[config.mk]
export PLATFORM = sky130hd
export DESIGN_NAME = demux_1x2
export DESIGN_NICKNAME = d
export VERILOG_FILES = /design/src/rtl/demux_1x2.sv
export SDC_FILE = /design/constraint.sdc
export NUM_CORES = 1
export LEC_CHECK = 0
export CORE_ASPECT_RATIO = 0.8
export CORE_MARGIN = 2
export CORE_UTILIZATION = 47
export DETAILED_ROUTE_END_ITERATION = 12
export HOLD_SLACK_MARGIN = 0.06
export PLACE_DENSITY = 0.86
export SLEW_MARGIN = 20
export SYNTH_ARGS = -nofsm -noshare
export SYNTH_HDL_FRONTEND = slang
export SYNTH_SLANG_ARGS = --single-unit
[constraint.sdc]
create_clock -name clk -period 2.15 [get_ports clk]
set_clock_uncertainty 0.2 [all_clocks]
set_input_delay 0.43 -clock clk [delete_from_list [all_inputs] [get_ports clk]]
set_output_delay 0.43 -clock clk [all_outputs]
set_load 0.02 [all_outputs]
[src/rtl/demux_1x2.sv]
// 1-to-2 registered demultiplexer with per-output routing-event counters.
// Each stage adds one clock of latency, so instances can be cascaded into trees.
module demux_1x2 #(
    parameter int unsigned WIDTH = 1,
    parameter int unsigned CNT_W = 8
) (
    input  logic             clk,
    input  logic             rst_n,
    input  logic             Sel,
    input  logic [WIDTH-1:0] E,
    input  logic             clr,
    output logic [WIDTH-1:0] Out2,
    output logic [WIDTH-1:0] Out1,
    output logic [CNT_W-1:0] cnt1,
    output logic [CNT_W-1:0] cnt2
);

    localparam logic [CNT_W-1:0] CntMax = '1;

    logic [WIDTH-1:0] out1_d, out1_q;
    logic [WIDTH-1:0] out2_d, out2_q;
    logic [CNT_W-1:0] cnt1_d, cnt1_q;
    logic [CNT_W-1:0] cnt2_d, cnt2_q;
    logic             e_nz;

    always_comb begin
        e_nz   = |E;
        out1_d = Sel ? '0 : E;
        out2_d = Sel ? E : '0;

        cnt1_d = cnt1_q;
        cnt2_d = cnt2_q;
        // clr wins over increment; counters stick at all-ones
        if (clr) begin
            cnt1_d = '0;
            cnt2_d = '0;
        end else if (e_nz) begin
            if (!Sel && (cnt1_q != CntMax)) begin
                cnt1_d = cnt1_q + CNT_W'(1);
            end
            if (Sel && (cnt2_q != CntMax)) begin
                cnt2_d = cnt2_q + CNT_W'(1);
            end
        end
    end

    always_ff @(posedge clk or negedge rst_n) begin
        if (!rst_n) begin
            out1_q <= '0;
            out2_q <= '0;
            cnt1_q <= '0;
            cnt2_q <= '0;
        end else begin
            out1_q <= out1_d;
            out2_q <= out2_d;
            cnt1_q <= cnt1_d;
            cnt2_q <= cnt2_d;
        end
    end

    assign Out1 = out1_q;
    assign Out2 = out2_q;
    assign cnt1 = cnt1_q;
    assign cnt2 = cnt2_q;

endmodule

==> metrics.sh <==
STATUS='completed'
CTS_HTREE_LEVELS=1
CORE.ROWCOUNT=14
DRIVE_ABOVE_1_SHARE=0.105
GRT_FIRST_PASS_WIRELENGTH_MM=3.55
FIRST_GLOBAL_VIAS=775
WORST_PATH_LARGEST_CELL_DELAY_NS=0.65
PIN_COUNT=23
PWR-SHARE-CLK=0.327
DIEAREA_SQ_UM=2340
LEAKAGE_POWER_FIGURE_nW=0.526
SLEW_HEADROOM=0.791
FLOORPLAN.INITIALDENSITY=0.493
COMB_POWER_SHARE=0.110
NETS=132
PORTBUFFERS=22
CTS_MADE_BUFFERS=3
CRITICAL_PATH_CLASS='reg -> out'
SYN2LAYOUT_AREA_GROWTH_PCT=34.8
PLACEDCELLCOUNT=144
CLOCKBUFFERDEPTH=2
FINAL-INSTANCE-COUNT-EXCL-FILL=148
WORSTPATHMAXFANOUT=6
HOLD_VIOL=0
TRITONCTS_CLOCK_TREE='done'
CRITICAL_PATH.N_BUFFERS_INVERTERS=1
HPWLAFTERDP_MM=1.68
DRT_PASS1_ITERATIONS=4
HOLD-WORST-SLACK_NS=0.254
TIMING.CRITICAL_PATH.CELLS='clkdlybuf4s50_1'
CTS_SINKS=18
CTS.REPORTEDPATHS.CLKPINSLEW_NS=0.10
SWITCHINGPOWER_mW=0.145
STARTPOINT_TYPE='flop'
GR-USAGE-ALL-LAYERS=0.212
POWER_SWITCHING_SHARE=0.232
CLOCK_LATENCY_NS=0.29
CPLARGESTDELAYFAMILY='buffers and inverters'
POWER_FRAC_SEQ=0.562
DIE-HEIGHT_UM=43.6
WORST_SETUP_PATH_END_KIND='primary output'
NET_COUNT_AFTER_SYNTHESIS=101
FINAL_SETUP_VIOLATION_COUNT=0
CTS.ROOT.BUFFER_CELL='sky130_fd_sc_hd__clkbuf_4'
FINALWEIGHTEDCONGESTION=0.927
FINALCRITICALPERIOD_NS=2.06
SYNTH_CELL_TYPE_COUNT=35
DR.FIRST_ITER.DRC_COUNT=43
SYNTH-WARNING-COUNT=0
VIAS=864
FLOORPLAN.DIE.WIDTH_UM=53.6
MULTI_INPUT_AREA_SQ_UM=443
SEQUENTIAL_AREA_SHARE_AFTER_SYNTHESIS=0.488
WORST-ENDPOINT-ARRIVAL_NS=1.43
SYNTH-MAIN-FF-CELL='sky130_fd_sc_hd__dfrtp_1'
POWER.INTERNAL_mW=0.481
SYN-INSTANCE-COUNT=94
SYNTH_AREA_PER_CELL_SQ_UM=9.82
REMAINING_DRC_ERRORS=0
SYNTH_ENABLE_FLOP_CELLS=0
DIODES=0
HOLDCRITPATHCLASS='in -> async'
CPMAXSTAGEDELAYCELL='sky130_fd_sc_hd__clkdlybuf4s50_1'
NUMBER_OF_SYNTHESIZED_REGISTER_BITS=18
POWER.TOTAL_mW=0.626
ANT_NETS=0
POST_SYNTH_INSTANCE_AREA_SQ_UM=923
FLOORPLAN.CORE_AREA_SQ_UM=1870
MAXIMUM_NUMBER_OF_PINS_ON_ONE_NET_BEFORE_GLOBAL_ROUTE_REPAIR=19
LAYOUT.AREA.SEQ_SQ_UM=452
PWR_DENSITY_CELL_nW_PER_UM2=503
GRT_ANTENNA_BEFORE_REPAIR=0
DRV_SLEW=0
WIRELENGTH_MM=2.16
CRITPATHREQUIREDTIME_NS=1.52
IRDROPWORSTVDD_mV=0.372
TIMING_WORST_SLEW_PIN_VALUE_NS=0.312
MAX_CAP_VIOLATIONS=0
WORST_SETUP_PATH_STARTPOINT='cnt1[4]'
AVG_VIAS_PER_CELL=5.84
ROUTED_WIRE_LENGTH_PER_INSTANCE_UM=14.6
FINAL.PERIOD_UTILIZATION=0.956
ASYNC_FLOP_SHARE=1.00
RSZ0062_AT_GRT='no'
CRIT-REG2REG-LAUNCH='cnt1[0]'
NFILLCELLS=141
GRT_OVERFLOW=0
TIMING.FMAX_MHz=486
-- per-layer routing --
metal	GRT usage	share of wire
met5	0	0
met4	0.0821	0.024
met3	0.0828	0.081
met2	0.306	0.46
met1	0.289	0.44
-- power groups by stage --
stage	Combinational [mW]	Sequential, mW	Clock [mW]
after floorplan	0.0215	0.366	0
after global placement	0.0677	0.358	0
after detailed placement	0.0691	0.359	0
after CTS	0.0696	0.352	0.210
after global routing	0.0747	0.353	0.228
final	0.0690	0.352	0.205
-- Yosys cell counts, drive strengths merged (3+ instances only) --
master	n	area [sq um]
dfrtp	18	450
nor2	11	41.3
a21oi	7	35.0
nor3	7	35.0
nand2	5	26.3
a31oi	3	18.8
inv	3	11.3
nand3	3	15.0
nand4	3	18.8
o21ai	3	15.0
-- through the flow --
stage | setup WS [ns] | cell area [sq um] | util | TNS (ns)
floorplan | 0.424 | 923 | - | 0
global placement | 0.0605 | 1210 | 0.644 | 0
detailed placement | -0.0526 | 1210 | 0.644 | -0.0526
CTS | 0.0637 | 1240 | 0.664 | 0
global route | 0.0454 | 1240 | 0.664 | 0
finish | 0.0938 | 1240 | 0.664 | 0
-- state kept, by name (all words and copies together), names as in the netlist --
register / flops
cnt1: 8
cnt2: 8
Out1: 1
Out2: 1
-- worst paths after layout --
check | cells after the start | slack (ns) | to
worst max-delay path | 1 | 0.09 | cnt1[4]
worst min-delay path | 2 | 0.25 | cnt2[6]
worst max register to register | 5 | 0.32 | cnt1[4]
worst min register to register | 2 | 0.39 | cnt2[1]
max in group asynchronous | 2 | 1.29 | cnt1[7]
min in group clk | 2 | 0.39 | cnt2[1]
-- cell type report --
| cell class | count | share of cell area |
|---|---|---|
| sequential | 18 | 0.363 |
| timing repair buffer | 29 | 0.219 |
| tap | 24 | 0.0241 |
| multi-input combinational | 70 | 0.356 |
| clock buffer | 4 | 0.0291 |
| inverter | 3 | 0.00905 |
-- cell usage in the layout (no fill, tap or decap), types with 3 or more instances in the layout --
master / synthesis / final
sky130_fd_sc_hd__dfrtp_1: 18 / 17
sky130_fd_sc_hd__nand2_1: 4 / 4
sky130_fd_sc_hd__nor3_1: 7 / 7
sky130_fd_sc_hd__inv_1: 3 / 3
sky130_fd_sc_hd__a21oi_1: 7 / 7
sky130_fd_sc_hd__nand4_1: 3 / 3
sky130_fd_sc_hd__nor2_1: 11 / 11
sky130_fd_sc_hd__a31oi_1: 3 / 3
sky130_fd_sc_hd__nand3_1: 3 / 3
sky130_fd_sc_hd__clkbuf_4: 0 / 3
sky130_fd_sc_hd__buf_4: 0 / 7
sky130_fd_sc_hd__clkdlybuf4s50_1: 0 / 22
-- kinds of logic (layout without fill, tap and decap cells) --
logic type,after synthesis,count (layout),share of synthesized area
xor gates and xnor gates,4,4,0.0379
adders and majority gates,2,2,0.0271
DFF,18,18,0.488
muxes,3,3,0.0339
and+or+nand+nor,43,43,0.263
AOI/OAI and AO/OA,18,18,0.118
buffers and inverters,6,36,0.0325
-- what timing repair did --
action,in CTS,in global routing
endpoints found under the setup margin,0,1
gates resized for setup,0,1
hold endpoints to repair,0,0
setup buffers,0,0
hold buffers,0,0
Power figures use the tool's default switching activity.
